<file path="src/rtl/inst_fetcher_pkg.sv">
// Shared definitions for the instruction fetcher: opcodes, fetch state
// encoding, reset PC default and immediate-extraction helpers.
package inst_fetcher_pkg;

    localparam logic [31:0] RESET_PC_DEFAULT = 32'h0000_0000;

    localparam logic [6:0] OP_BRANCH = 7'b1100011;
    localparam logic [6:0] OP_JAL    = 7'b1101111;
    localparam logic [6:0] OP_JALR   = 7'b1100111;
    localparam logic [6:0] OP_AUIPC  = 7'b0010111;
    localparam logic [6:0] OP_LOAD   = 7'b0000011;
    localparam logic [6:0] OP_STORE  = 7'b0100011;
    localparam logic [6:0] OP_LUI    = 7'b0110111;
    localparam logic [6:0] OP_IMM    = 7'b0010011;

    typedef enum logic [1:0] {
        S_IDLE = 2'd0,
        S_WAIT = 2'd1,
        S_HOLD = 2'd2
    } fetch_state_t;

    function automatic logic [31:0] imm_b(input logic [31:0] word);
        return {{20{word[31]}}, word[7], word[30:25], word[11:8], 1'b0};
    endfunction

    function automatic logic [31:0] imm_j(input logic [31:0] word);
        return {{12{word[31]}}, word[19:12], word[20], word[30:21], 1'b0};
    endfunction

endpackage

</file>
<file path="src/rtl/inst_fetcher_predecode.sv">
// Combinational next-PC predictor: branches and JAL are taken, everything
// else (JALR included, its target is register-based) falls through to pc+4.
module fetch_predecode
    import inst_fetcher_pkg::*;
#(
    parameter int ADDR_W = 32
) (
    input  logic [31:0]       word,
    input  logic [ADDR_W-1:0] pc,
    output logic [ADDR_W-1:0] next_pc
);

    logic [ADDR_W-1:0] step;

    always_comb begin
        step = ADDR_W'(4);
        case (word[6:0])
            OP_BRANCH: step = ADDR_W'($signed(imm_b(word)));
            OP_JAL:    step = ADDR_W'($signed(imm_j(word)));
            OP_JALR, OP_AUIPC, OP_LOAD, OP_STORE, OP_LUI, OP_IMM:
                       step = ADDR_W'(4);
            default:   step = ADDR_W'(4);
        endcase
        next_pc = pc + step;
    end

endmodule

</file>
<file path="src/rtl/inst_fetcher.sv">
// Single-outstanding instruction fetcher feeding the issue queue.
// Optional FETCH_PERF_EN adds push and hold-stall counters.
module inst_fetcher
    import inst_fetcher_pkg::*;
#(
    parameter int                ADDR_W   = 32,
    parameter logic [ADDR_W-1:0] RESET_PC = ADDR_W'(RESET_PC_DEFAULT)
) (
    input  logic              clk_in,
    input  logic              rst_in,
    input  logic              rdy_in,
    input  logic              _clear,
    input  logic [ADDR_W-1:0] _clear_pc,
    output logic              _mem_req,
    output logic [ADDR_W-1:0] _mem_addr,
    input  logic              _mem_ready_in,
    input  logic [31:0]       _mem_data_in,
    input  logic              _need_inst,
    output logic              _inst_ready_out,
    output logic [31:0]       _inst_out,
    output logic [ADDR_W-1:0] _inst_addr_out
`ifdef FETCH_PERF_EN
    ,
    output logic [31:0]       _perf_fetched,
    output logic [31:0]       _perf_stall
`endif
);

    fetch_state_t      state_reg, state_next;
    logic [ADDR_W-1:0] pc_reg, pc_next;
    logic              discard_reg, discard_next;
    logic              mem_req_reg, mem_req_next;
    logic [ADDR_W-1:0] mem_addr_reg, mem_addr_next;
    logic              inst_ready_reg, inst_ready_next;
    logic [31:0]       inst_reg, inst_next;
    logic [ADDR_W-1:0] inst_addr_reg, inst_addr_next;
    logic [31:0]       hold_word_reg, hold_word_next;
    logic [ADDR_W-1:0] hold_addr_reg, hold_addr_next;
    logic              hold_valid_reg, hold_valid_next;
    logic [ADDR_W-1:0] predict_pc;

    fetch_predecode #(
        .ADDR_W (ADDR_W)
    ) u_predecode (
        .word    (hold_word_reg),
        .pc      (hold_addr_reg),
        .next_pc (predict_pc)
    );

    always_ff @(posedge clk_in or negedge rst_in) begin
        if (!rst_in) begin
            state_reg      <= S_IDLE;
            pc_reg         <= RESET_PC;
            discard_reg    <= 1'b0;
            mem_req_reg    <= 1'b0;
            mem_addr_reg   <= '0;
            inst_ready_reg <= 1'b0;
            inst_reg       <= '0;
            inst_addr_reg  <= '0;
            hold_word_reg  <= '0;
            hold_addr_reg  <= '0;
            hold_valid_reg <= 1'b0;
        end else if (rdy_in) begin
            state_reg      <= state_next;
            pc_reg         <= pc_next;
            discard_reg    <= discard_next;
            mem_req_reg    <= mem_req_next;
            mem_addr_reg   <= mem_addr_next;
            inst_ready_reg <= inst_ready_next;
            inst_reg       <= inst_next;
            inst_addr_reg  <= inst_addr_next;
            hold_word_reg  <= hold_word_next;
            hold_addr_reg  <= hold_addr_next;
            hold_valid_reg <= hold_valid_next;
        end
    end

    always_comb begin
        state_next      = state_reg;
        pc_next         = pc_reg;
        discard_next    = discard_reg;
        mem_req_next    = mem_req_reg;
        mem_addr_next   = mem_addr_reg;
        inst_ready_next = 1'b0;
        inst_next       = inst_reg;
        inst_addr_next  = inst_addr_reg;
        hold_word_next  = hold_word_reg;
        hold_addr_next  = hold_addr_reg;
        hold_valid_next = hold_valid_reg;

        if (_clear) begin
            pc_next         = _clear_pc;
            hold_valid_next = 1'b0;
            // An in-flight request cannot be cancelled; let it finish and drop its word.
            if (state_reg == S_WAIT && !_mem_ready_in) begin
                discard_next = 1'b1;
            end else begin
                state_next   = S_IDLE;
                discard_next = 1'b0;
                mem_req_next = 1'b0;
            end
        end else begin
            case (state_reg)
                S_IDLE: begin
                    if (_need_inst) begin
                        mem_req_next  = 1'b1;
                        mem_addr_next = pc_reg;
                        state_next    = S_WAIT;
                    end
                end
                S_WAIT: begin
                    if (_mem_ready_in) begin
                        mem_req_next = 1'b0;
                        if (discard_reg) begin
                            discard_next = 1'b0;
                            state_next   = S_IDLE;
                        end else begin
                            hold_word_next  = _mem_data_in;
                            hold_addr_next  = mem_addr_reg;
                            hold_valid_next = 1'b1;
                            state_next      = S_HOLD;
                        end
                    end
                end
                S_HOLD: begin
                    if (_need_inst && hold_valid_reg) begin
                        inst_ready_next = 1'b1;
                        inst_next       = hold_word_reg;
                        inst_addr_next  = hold_addr_reg;
                        pc_next         = predict_pc;
                        hold_valid_next = 1'b0;
                        state_next      = S_IDLE;
                    end
                end
                default: state_next = S_IDLE;
            endcase
        end
    end

    assign _mem_req        = mem_req_reg;
    assign _mem_addr       = mem_addr_reg;
    // A stalled global ready must not let the queue see the strobe twice.
    assign _inst_ready_out = inst_ready_reg & rdy_in;
    assign _inst_out       = inst_reg;
    assign _inst_addr_out  = inst_addr_reg;

`ifdef FETCH_PERF_EN
    logic [31:0] perf_fetched_reg;
    logic [31:0] perf_stall_reg;

    always_ff @(posedge clk_in or negedge rst_in) begin
        if (!rst_in) begin
            perf_fetched_reg <= '0;
            perf_stall_reg   <= '0;
        end else if (rdy_in) begin
            if (inst_ready_next) begin
                perf_fetched_reg <= perf_fetched_reg + 32'd1;
            end
            if (state_reg == S_HOLD && !_need_inst) begin
                perf_stall_reg <= perf_stall_reg + 32'd1;
            end
        end
    end

    assign _perf_fetched = perf_fetched_reg;
    assign _perf_stall   = perf_stall_reg;
`endif

endmodule

</file>
<file path="config.mk">
export PLATFORM = sky130hd
export DESIGN_NAME = inst_fetcher
export DESIGN_NICKNAME = d
export VERILOG_FILES = /design/src/rtl/inst_fetcher_pkg.sv /design/src/rtl/inst_fetcher_predecode.sv /design/src/rtl/inst_fetcher.sv
export SDC_FILE = /design/constraint.sdc
export NUM_CORES = 1
export LEC_CHECK = 0
export ABC_AREA = 1
export BUFFER_PORTS_ARGS = -buffer_cell sky130_fd_sc_hd__clkbuf_2
export CAP_MARGIN = 20
export CORE_MARGIN = 3
export CORE_UTILIZATION = 36
export CTS_CLUSTER_DIAMETER = 60
export DETAILED_ROUTE_END_ITERATION = 8
export PLACE_DENSITY = 0.54
export SYNTH_ARGS = -nofsm -noshare
export SYNTH_HDL_FRONTEND = slang
export SYNTH_SLANG_ARGS = --single-unit
</file>
<file path="constraint.sdc">
create_clock -name clk_in -period 2.51 [get_ports clk_in]
set_input_delay 0.251 -clock clk_in [delete_from_list [all_inputs] [get_ports clk_in]]
set_output_delay 0.251 -clock clk_in [all_outputs]
set_load 0.05 [all_outputs]
</file>
==> results of run 1 <==
[final cells by class]
cell class | instances | area, µm²
fill | 2547 | 13200
sequential | 198 | 4950
multi-input combinational | 796 | 4660
timing repair buffer | 281 | 1840
inverter | 138 | 522
clock buffer | 19 | 453
tap | 335 | 419
clock inverter | 13 | 188
[worst register-to-register path, delay by kind of cell, from the launching register on]
kind,cells,cell delay (ns)
AND/OR/NAND/NOR,18,1.72
flip-flops,1,0.36
AO/OA/AOI/OAI,1,0.19
adder cells (fa/ha/maj),1,0.23
buffers and inverters,2,0.25
[layer usage]
metal | global-route usage | up-vias
met5 | 0 | -
met4 | 0.0427 | 0
met3 | 0.0321 | 20
met2 | 0.276 | 227
met1 | 0.327 | 4012
li1 | - | 4308
[cells in the final DEF, fill, tap and decap left out, types with 8 or more instances in the layout]
master,n
clkbuf_16,17
buf_12,8
a21oi_1,76
clkbuf_2,166
o41ai_1,8
inv_2,8
buf_6,11
mux2_2,12
nor2_1,123
ha_4,11
buf_4,94
nand2_4,13
nor2_4,10
nand2_1,236
o21ai_0,108
inv_1,129
dfrtp_1,198
o211ai_1,13
nand2_2,31
o21ai_1,21
nor2_2,12
nand3_1,24
nand3_2,14
[cells by family (layout without fill, tap and decap cells)]
family          count (synthesis)  count (layout)  synth area share
simple gates                  483             484             0.205
fa+ha+maj                      20              20            0.0267
compound gates                263             263             0.146
flops                         198             198             0.512
mux                            12              12            0.0140
buf+inv                       189             451            0.0802
xor+xnor                       17              17            0.0154
[worst max-delay path by stage]
stage,startpoint,end,slack [ns],depth (start not counted)
6_report,hold_word_reg[5],pc_reg[25],-0.33,22
5_1_grt,hold_word_reg[6],pc_reg[27],-0.51,20
4_1_cts,hold_word_reg[4],pc_reg[26],-0.29,22
3_5_place_dp,hold_word_reg[3],pc_reg[26],-0.41,22
3_3_place_gp,hold_word_reg[3],pc_reg[24],-0.47,18
2_1_floorplan,hold_word_reg[5],pc_reg[25],-0.01,20
[what timing repair did]
item,CTS,global route
hold buffers,1,0
cloned,1,0
endpoints found under the hold margin,61,0
buffers inserted,16,17
gates resized for setup,73,105
endpoints found under the setup margin,26,29
pin swaps,30,30
[where the power goes]
part	switching (mW)	internal, mW	leakage, nW
combinational	6.89	3.48	4.15
sequential	1.06	4.73	2.41
clock	1.34	1.66	0.313
[stage by stage]
step / std cells / area, µm²
5_1_grt: 1780 / 13000
2_1_floorplan: 1182 / 9710
3_5_place_dp: 1717 / 11400
6_report: 1780 / 13000
4_1_cts: 1767 / 12500
3_3_place_gp: 1717 / 11400
==> reports/qor.log, run 1 <==
qor: critical_path.reg2reg_slack -0.33 ns
qor: outcome.run_status finished, violations left
qor: power_and_ir_drop.total_leakage_power 6.87 nW
qor: clock_tree.cts.root.buffer_cell clkbuf_16
qor: drt.detail_route.wirelength.met1 15.2 mm
qor: critical_path.critPathSlowestCell dfrtp_1
qor: outcome.failed_checks negative setup slack
qor: logic_synthesis.synthesis.area 9670 µm²
qor: sta.relSlewSlack 0.513
qor: floorplan.floorplan.die_area 28900 µm²
qor: logic_synthesis.most_instantiated_library_cell_after_synthesis nand2_1
qor: finish.areaGrowthSynthToFinish 34.9%
qor: clock_tree.clk_pin_slew_worst_paths 0.08 ns
qor: clock_tree.htree_num_levels 4
qor: sta.post-route-period-util 1.13
qor: floorplan.die_width 170 µm
qor: finish.utilization 0.498
qor: drt.initialDrtViolationCount 567
qor: power_and_ir_drop.fin_total_pwr 19.2 mW
qor: drt.routed_wirelength 29.1 mm
qor: global_routing.grt_pass1_vias 8104
qor: logic_synthesis.number_of_enable_type_register_cells_in_the_synthesized_netlist 0
qor: logic_synthesis.most_area_consuming_cells_after_synthesis dfrtp_1 (51%), nand2_1 (10%), o21ai_0 (7.0%)
qor: critical_path.worst-endpoint-required 2.84 ns
qor: critical_path.worstSetupStartpointType register
qor: clock_tree.cts_sinks 198
qor: logic_synthesis.asyncSetResetFlopFracSynth 1.00
qor: drt.detailroute.wirelength.met3 1.57 mm
qor: clock_tree.clock_tree_from_tritoncts done
qor: logic_synthesis.synth_area_per_cell 8.18 µm²
qor: drt.avgViaCountPerCell 4.81
qor: clock_tree.clock_tree.buffer_depth 2
qor: global_routing.grt-ovfl-total 0
qor: floorplan.std_cell_rows 59
qor: drt.remaining_drc_errors 0
qor: finish.drive_above_1_share 0.323
qor: critical_path.crit_family simple AND/OR/NAND/NOR gates
qor: finish.finalNetCount 1522
qor: floorplan.coreArea 26200 µm²
qor: logic_synthesis.synth_largest_area_cell dfrtp_1
qor: critical_path.reg2reg_to pc_reg[25]
qor: placement.detailedPlacementHpwl 20.9 mm
qor: logic_synthesis.postSynth.topFlopCell dfrtp_1
qor: critical_path.crit_path_cell_trace nand2_2 > nor2_4 > nand2_4 > nand2_4 > clkinvlp_4 > buf_12 > nor2_4 > ha_4 > a21oi_4 > nor2_1 > nor2_1 > nand2_2 > nand3_2 > nand2_2 > nand2_2 > nand3_4 > nand2_2 > nand2_1 > nand2_1 > nand3_2 > nand2_1 > nand2_1
qor: drt.detailroute.wirelength.met2 12.0 mm
qor: min_path.worst_hold_path.endpoint discard_reg
qor: drt.route.vias.total 8567
qor: sta.hold_viol_final 0
qor: sta.timing.hold.ws 0.0372 ns
qor: sta.final-setup-viol-count 28
qor: sta.finalSetupTns -5.38 ns
qor: logic_synthesis.post_synth_num_cell_types 37
qor: drt.drt.antenna.violating_nets 0
qor: global_routing.antenna_violations_before_repair 0
qor: critical_path.timing.critical_path.mode_cell nand2_2
qor: clock_tree.cts-buffers-inserted 17
qor: sta.fmaxAchievable 0.352 GHz
qor: placement.place.gp.congestion 0.852
qor: sta.skew 0.0102 ns
qor: floorplan.initial_utilization 0.369
qor: critical_path.worst_r2r_startpoint hold_word_reg[5]
qor: floorplan.die_h 170 µm
qor: placement.io_buffers 167
qor: floorplan.num_io_pins 168
qor: drt.topRoutingLayerUsed met4
qor: critical_path.worst_ep_arrival_time 3.17 ns
qor: logic_synthesis.ys_seq_elements 198
qor: logic_synthesis.netlist_instances 1182
qor: clock_tree.worst_skew_pair.late_latency 0.43 ns
qor: sta.setup_ws -0.333 ns
qor: global_routing.grt_usage 0.200
qor: min_path.hold_start rdy_in
qor: logic_synthesis.yosysSeqAreaShare 0.512
qor: critical_path.critical-path-max-stage-delay 0.36 ns
qor: critical_path.ff2ff_path_depth 22
qor: global_routing.wire_length_of_the_first_global_routing_pass 45.6 mm
qor: placement.post_place_setup_slack -0.412 ns
qor: critical_path.critPathKind register to register
qor: sta.final.min_clock_period 2.84 ns
qor: sta.worst_slew_pin_slew 0.721 ns
qor: sta.rsz0062_at_grt yes
qor: logic_synthesis.synth.top_cells.by_count nand2_1 (264), dfrtp_1 (198), nor2_1 (138)
qor: critical_path.sum_of_buffers_and_inverters_on_the_critical_path 2
qor: critical_path.worstPathMaxFanout 6
qor: logic_synthesis.mappedNetlistNets 1272
qor: drt.firstDrtPassIters 5
qor: min_path.whs_path_depth 3
qor: flow_run.max_cap_viol_count 0
qor: finish.insertedDiodeCount 0
qor: power_and_ir_drop.max-vdd-ir-drop 556 µV
qor: logic_synthesis.yosys_warnings 0
qor: global_routing.grt_start_max_net_pins 84
qor: sta.finalMaxSlewViolations 0
qor: critical_path.timing.critical_path.to_type register
qor: power_and_ir_drop.power-per-cell-area 1470 nW/µm²
qor: drt.drt-wirelength-per-cell 16.3 µm
qor: logic_synthesis.area_fraction_of_the_dominant_cell_type_after_synthesis 0.512
qor: min_path.hold_class input pin to register
Power figures use the tool's default switching activity.
==> run 2: changes to the inputs <==
Settings changed: CELL_PAD_IN_SITES_DETAIL_PLACEMENT set to 1, CELL_PAD_IN_SITES_GLOBAL_PLACEMENT set to 1, CORE_UTILIZATION 36 to 38, PLACE_DENSITY 0.54 to 0.74.
==> reports/qor.log, run 2 (same netlist as run 1, synthesis figures left out) <==
qor: finish.layout_common_cells nand2_1 (234), dfrtp_1 (198), clkbuf_2 (166)
qor: critical_path.critPathKind register to register
qor: finish.insertedDiodeCount 0 [unchanged]
qor: power_and_ir_drop.max-vdd-ir-drop 574 µV [+3.2%]
qor: floorplan.floorplan.die_area 27400 µm² [-5.1%]
qor: critical_path.worstSetupStartpointType register
qor: global_routing.grt_usage 0.241 [+0.0409]
qor: sta.finalMaxSlewViolations 0 [unchanged]
qor: finish.final_area 12900 µm² [-1.3%]
qor: power_and_ir_drop.total_leakage_power 6.82 nW [-0.68%]
qor: clock_tree.cts-buffers-inserted 17 [unchanged]
qor: drt.drt-wirelength-per-cell 18.8 µm [+15%]
qor: sta.relSlewSlack 0.454 [-0.0591]
qor: placement.placed_cell_count 1703 [-0.82%]
qor: critical_path.worst_ep_arrival_time 3.35 ns [+0.18 ns]
qor: floorplan.coreArea 24700 µm² [-5.8%]
qor: finish.most_common_library_cell_in_the_layout_ignoring_fill_and_taps nand2_1
qor: global_routing.wire_length_of_the_first_global_routing_pass 51.4 mm [+13%]
qor: drt.firstDrtPassIters 4 [-1]
qor: drt.route.vias.total 9064 [+5.8%]
qor: finish.regArea 4950 µm² [unchanged]
qor: placement.postPlaceCellArea 11400 µm² [-0.54%]
qor: global_routing.grt_pass1_vias 9302 [+15%]
qor: sta.timing.hold.ws 0.0540 ns [+0.0168 ns]
qor: flow_run.max_cap_viol_count 0 [unchanged]
qor: clock_tree.cts.root.buffer_cell clkbuf_16
qor: floorplan.die_width 166 µm [-2.6%]
qor: finish.multiInputGateArea 4650 µm² [-0.21%]
qor: floorplan.initial_utilization 0.392 [+0.0229]
qor: global_routing.grt_start_max_net_pins 98 [+17%]
qor: drt.routed_wirelength 33.1 mm [+14%]
qor: drt.remaining_drc_errors 0 [unchanged]
qor: floorplan.std_cell_rows 57 [-3.4%]
qor: drt.initialDrtViolationCount 642 [+13%]
qor: drt.avgViaCountPerCell 5.14 [+6.8%]
qor: power_and_ir_drop.power-per-cell-area 1490 nW/µm² [+1.3%]
qor: clock_tree.htree_num_levels 4 [unchanged]
qor: sta.final.min_clock_period 3.02 ns [+0.174 ns]
qor: global_routing.grt-ovfl-total 0 [unchanged]
qor: clock_tree.worst_skew_pair.late_latency 0.44 ns [about the same]
qor: drt.drt.antenna.violating_nets 0 [unchanged]
qor: sta.hold_viol_final 0 [unchanged]
qor: sta.rsz0062_at_grt yes
qor: outcome.failed_checks negative setup slack
qor: sta.fmaxAchievable 0.331 GHz [-5.8%]
qor: placement.place.gp.congestion 0.857 [+0.56%]
qor: sta.post-route-period-util 1.20 [+0.0694]
qor: global_routing.antenna_violations_before_repair 0 [unchanged]
qor: sta.final-setup-viol-count 27 [-3.6%]
qor: critical_path.timing.critical_path.to_type register
qor: sta.skew 0.0152 ns [+0.00495 ns]
qor: outcome.run_status finished, violations left
qor: critical_path.worstPathMaxFanout 6 [unchanged]
qor: clock_tree.clock_tree.buffer_depth 2 [unchanged]
qor: clock_tree.clock_tree_from_tritoncts done
qor: sta.worst_slew_pin_slew 0.808 ns [+0.0875 ns]
qor: critical_path.worst-endpoint-required 2.84 ns [about the same]
qor: placement.io_buffers 167 [unchanged]
qor: clock_tree.clk_pin_slew_worst_paths 0.08 ns [about the same]
qor: finish.finalNetCount 1517 [-0.33%]
qor: floorplan.num_io_pins 168 [unchanged]
qor: finish.layout.cells.non_filler 1763 [-0.96%]
qor: finish.drive_above_1_share 0.322 [-0.00143]
qor: sta.setup_ws -0.507 ns [-0.174 ns]
qor: floorplan.die_h 166 µm [-2.6%]
qor: clock_tree.cts_sinks 198 [unchanged]
qor: min_path.hold_class input pin to register
qor: finish.num-fill-cells 3019 [+19%]
qor: finish.areaGrowthSynthToFinish 33.1%
qor: placement.detailedPlacementHpwl 22.9 mm [+9.7%]
==> run 2: cell types whose count changed in the layout (fill, tap and decap cells not counted), sizes merged <==
| cell | change |
|---|---|
| buf | -5 |
| bufinv | -2 |
| inv | +1 |
==> run 2: power breakdown <==
part	leakage (nW)	switching, mW	internal (mW)
Sequential	2.41	1.10	4.73
Clock	0.283	1.35	1.43
Combinational	4.13	7.21	3.33
Total	6.82	9.66	9.50
==> run 2: area by class of cell <==
cell class | count | share of cell area
inverters | 138 | 0.0407
multi-input cells | 796 | 0.361
clock inverters | 12 | 0.0106
clock buffers | 19 | 0.0344
flip-flops and latches | 198 | 0.385
repair buffers | 276 | 0.137
well taps | 324 | 0.0315
==> run 2: what timing repair did <==
action | in CTS | in global routing
cloned | 1 | 0
hold endpoints to repair | 74 | 0
hold buffers | 1 | 0
pin swaps | 34 | 36
resized for setup | 116 | 60
setup buffers | 17 | 11
setup endpoints to repair | 28 | 29
==> run 2: final timing paths <==
path                            slack, ns        startpoint  cells past startpoint           to
worst max-delay path                -0.51  hold_word_reg[6]                     23   pc_reg[26]
worst min-delay path                 0.05            rdy_in                      3  discard_reg
worst max register to register      -0.51  hold_word_reg[6]                     23   pc_reg[26]
worst min register to register       0.49        pc_reg[30]                      2   pc_reg[30]
max in group asynchronous            1.32            rst_in                      3   pc_reg[21]
min in group asynchronous            0.38            rst_in                      2   pc_reg[10]
==> run 2: metal layers <==
layer / vias up / routed length [µm] / track usage
li1: 4281 / - / -
met1: 4531 / 16100 / 0.360
met2: 218 / 15200 / 0.374
met3: 34 / 1420 / 0.0312
met4: 0 / 439 / 0.0575
met5: - / 0 / 0
==> run 2: critical path, cell delays in order, from the launching register on <==
cell	delay (ns)
dfrtp_1	0.37
nand2_2	0.08
nor2_4	0.24
nand2_4	0.13
nand2_4	0.09
buf_6	0.10
clkinvlp_4	0.08
buf_12	0.15
nor2_2	0.11
ha_4	0.23
nand2_1	0.10
nand2_2	0.11
a21oi_4	0.15
nand2_1	0.07
nand2_1	0.08
nand3_2	0.10
nand3_2	0.12
nand3_4	0.10
nand2_2	0.11
nand2_1	0.05
nand2_1	0.07
nand3_1	0.09
nand2_1	0.11
nand2_1	0.05
==> run 2: stage by stage <==
| step | power (mW) | TNS, ns | utilization | worst slack, ns |
|---|---|---|---|---|
| finish | 19.2 | -8.86 | 0.522 | -0.507 |
| global placement | 14.7 | -6.31 | 0.461 | -0.327 |
| CTS | 18.6 | -6.53 | 0.511 | -0.365 |
| global route | 20.3 | -13.29 | 0.522 | -0.656 |
| detailed placement | 15.0 | -9.68 | 0.461 | -0.492 |
| floorplan | 11.6 | -0.0116 | - | -0.0116 |
==> run 3: changes to the inputs <==
Settings changed: TNS_END_PERCENT set to 5.
==> reports/qor.log, run 3 (same netlist as run 1, synthesis figures left out) <==
qor: clock_tree.worst_skew_pair.late_latency 0.44 ns [about the same]
qor: power_and_ir_drop.max-vdd-ir-drop 575 µV [+0.31%]
qor: drt.drt-wirelength-per-cell 17.7 µm [-5.9%]
qor: sta.rsz0062_at_grt yes
qor: floorplan.initial_utilization 0.392 [unchanged]
qor: finish.areaGrowthSynthToFinish 30.8%
qor: sta.setup_ws -0.330 ns [+0.177 ns]
qor: sta.worst_slew_pin_slew 0.700 ns [-0.108 ns]
qor: critical_path.ff2ff_path_depth 23 [unchanged]
qor: critical_path.worst_setup_path_startpoint hold_word_reg[5]
qor: finish.layout.cells.non_filler 1755 [-0.45%]
qor: global_routing.grt_usage 0.228 [-0.0132]
qor: clock_tree.cts_sinks 198 [unchanged]
qor: drt.drt.antenna.violating_nets 0 [unchanged]
qor: clock_tree.clk_pin_slew_worst_paths 0.08 ns [about the same]
qor: floorplan.floorplan.die_area 27400 µm² [unchanged]
qor: min_path.whs_path_depth 3 [unchanged]
qor: clock_tree.cts-buffers-inserted 17 [unchanged]
qor: floorplan.die_h 166 µm [unchanged]
qor: global_routing.wire_length_of_the_first_global_routing_pass 48.8 mm [-5.0%]
qor: power_and_ir_drop.total_leakage_power 6.68 nW [-2.0%]
qor: drt.routed_wirelength 31.1 mm [-6.3%]
qor: flow_run.max_cap_viol_count 0 [unchanged]
qor: placement.detailedPlacementHpwl 22.6 mm [-1.5%]
qor: critical_path.worstPathMaxFanout 6 [unchanged]
qor: sta.relSlewSlack 0.527 [+0.0732]
qor: drt.route.vias.total 8917 [-1.6%]
qor: critical_path.worst_ep_arrival_time 3.17 ns [-0.18 ns]
qor: sta.fmaxAchievable 0.352 GHz [+6.2%]
qor: outcome.run_status finished, violations left
qor: power_and_ir_drop.power-per-cell-area 1490 nW/µm² [-0.16%]
qor: critical_path.reg2reg_to pc_reg[26]
qor: global_routing.antenna_violations_before_repair 1 [+1]
qor: min_path.hold_class input pin to register
qor: drt.avgViaCountPerCell 5.08 [-1.2%]
qor: floorplan.die_width 166 µm [unchanged]
qor: finish.drive_above_1_share 0.296 [-0.0255]
qor: drt.firstDrtPassIters 5 [+1]
qor: floorplan.num_io_pins 168 [unchanged]
qor: floorplan.coreArea 24700 µm² [unchanged]
qor: global_routing.grt_start_max_net_pins 127 [+30%]
qor: sta.finalMaxSlewViolations 0 [unchanged]
qor: critical_path.reg2reg_slack -0.33 ns [+0.18 ns]
qor: global_routing.grt-ovfl-total 0 [unchanged]
qor: critical_path.worst_r2r_startpoint hold_word_reg[5]
qor: critical_path.worst-endpoint-required 2.84 ns [about the same]
qor: critical_path.worstSetupStartpointType register
qor: placement.postPlaceCellArea 11300 µm² [-0.31%]
qor: outcome.failed_checks negative setup slack
qor: finish.num-fill-cells 3008 [-0.36%]
qor: global_routing.grt_pass1_vias 9038 [-2.8%]
qor: clock_tree.cts.root.buffer_cell clkbuf_16
qor: finish.regArea 4950 µm² [unchanged]
qor: clock_tree.htree_num_levels 4 [unchanged]
qor: critical_path.critPathKind register to register
qor: finish.finalNetCount 1508 [-0.59%]
qor: sta.hold_viol_final 0 [unchanged]
qor: sta.post-route-period-util 1.13 [-0.0705]
qor: sta.final.min_clock_period 2.84 ns [-0.177 ns]
qor: drt.initialDrtViolationCount 542 [-16%]
qor: finish.most_common_library_cell_in_the_layout_ignoring_fill_and_taps nand2_1
qor: finish.insertedDiodeCount 0 [unchanged]
qor: finish.multiInputGateArea 4460 µm² [-4.0%]
qor: placement.placed_cell_count 1701 [-0.12%]
qor: finish.final_area 12600 µm² [-1.8%]
qor: finish.layout_common_cells nand2_1 (240), dfrtp_1 (198), clkbuf_2 (166)
qor: sta.final-setup-viol-count 28 [+3.7%]
qor: floorplan.std_cell_rows 57 [unchanged]
qor: placement.place.gp.congestion 0.867 [+1.2%]
qor: clock_tree.clock_tree.buffer_depth 2 [unchanged]
qor: critical_path.critical_path.endpoint pc_reg[26]
qor: drt.remaining_drc_errors 0 [unchanged]
qor: sta.skew 0.0101 ns [-0.00504 ns]
qor: placement.io_buffers 167 [unchanged]
qor: critical_path.timing.critical_path.to_type register
qor: clock_tree.clock_tree_from_tritoncts done
[run 3: power by group]
group / switching (mW) / leakage (nW) / internal [mW]
Clock: 1.34 / 0.293 / 1.49
Combinational: 6.91 / 3.98 / 3.25
Sequential: 1.06 / 2.41 / 4.73
[run 3: how the worst min path moves through the flow]
stage | from | endpoint
floorplan | rst_in | _inst_addr_out[0]
global placement | rst_in | pc_reg[4]
detailed placement | rst_in | pc_reg[4]
CTS | rdy_in | discard_reg
global route | rdy_in | discard_reg
finish | _mem_data_in[1] | hold_word_reg[1]
[run 3: repair_timing]
| action | 4_1_cts | 5_1_grt |
|---|---|---|
| endpoints found under the hold margin | 48 | 0 |
| pin swaps | 29 | 37 |
| setup buffers | 11 | 10 |
| endpoints found under the setup margin | 27 | 29 |
| resized for setup | 68 | 60 |
| hold buffers | 1 | 0 |
[run 3: critical path, stage by stage (launching register included)]
cell and delay (ns):
dfrtp_1 0.38, nand2_2 0.08, nor2_4 0.14, buf_12 0.13, nand2_4 0.08, nand2_4 0.10, clkinvlp_4 0.09, buf_12 0.15
nor2_4 0.10, ha_4 0.22, nand2_1 0.08, nand2_2 0.08, a21oi_2 0.15, nand2_1 0.08, nand2_1 0.08, nand3_2 0.12
nand3_4 0.11, nand3_4 0.09, nand2_2 0.10, nand2_1 0.05, nand2_1 0.09, nand3_1 0.06, nand2_1 0.10, nand2_1 0.05
[run 3: layer usage]
layer,up-vias,routed length (µm),track usage
met5,-,13,0
met4,2,437,0.0488
met3,31,1390,0.0354
met2,207,13600,0.336
met1,4400,15600,0.354
li1,4277,-,-
[run 3: stage by stage]
| stage | setup slack [ns] | util | hold slack (ns) | setup TNS, ns | total power [mW] |
|---|---|---|---|---|---|
| final | -0.330 | 0.512 | 0.0550 | -5.75 | 18.8 |
| after global routing | -0.576 | 0.512 | 0.0514 | -12.00 | 20.0 |
| after CTS | -0.351 | 0.502 | 0.0461 | -6.56 | 18.5 |
| after detailed placement | -0.449 | 0.460 | 0.248 | -8.35 | 15.0 |
| after global placement | -0.343 | 0.460 | 0.249 | -5.86 | 14.7 |
| after floorplan | -0.0247 | - | -0.0446 | -0.0436 | 11.6 |
[run 3: layout make-up]
cell class | count | area share
Multi-Input combinational cell | 795 | 0.353
Clock buffer | 20 | 0.0369
Tap cell | 324 | 0.0321
Clock inverter | 12 | 0.0103
Timing Repair Buffer | 268 | 0.134
Sequential cell | 198 | 0.392
Inverter | 138 | 0.0413
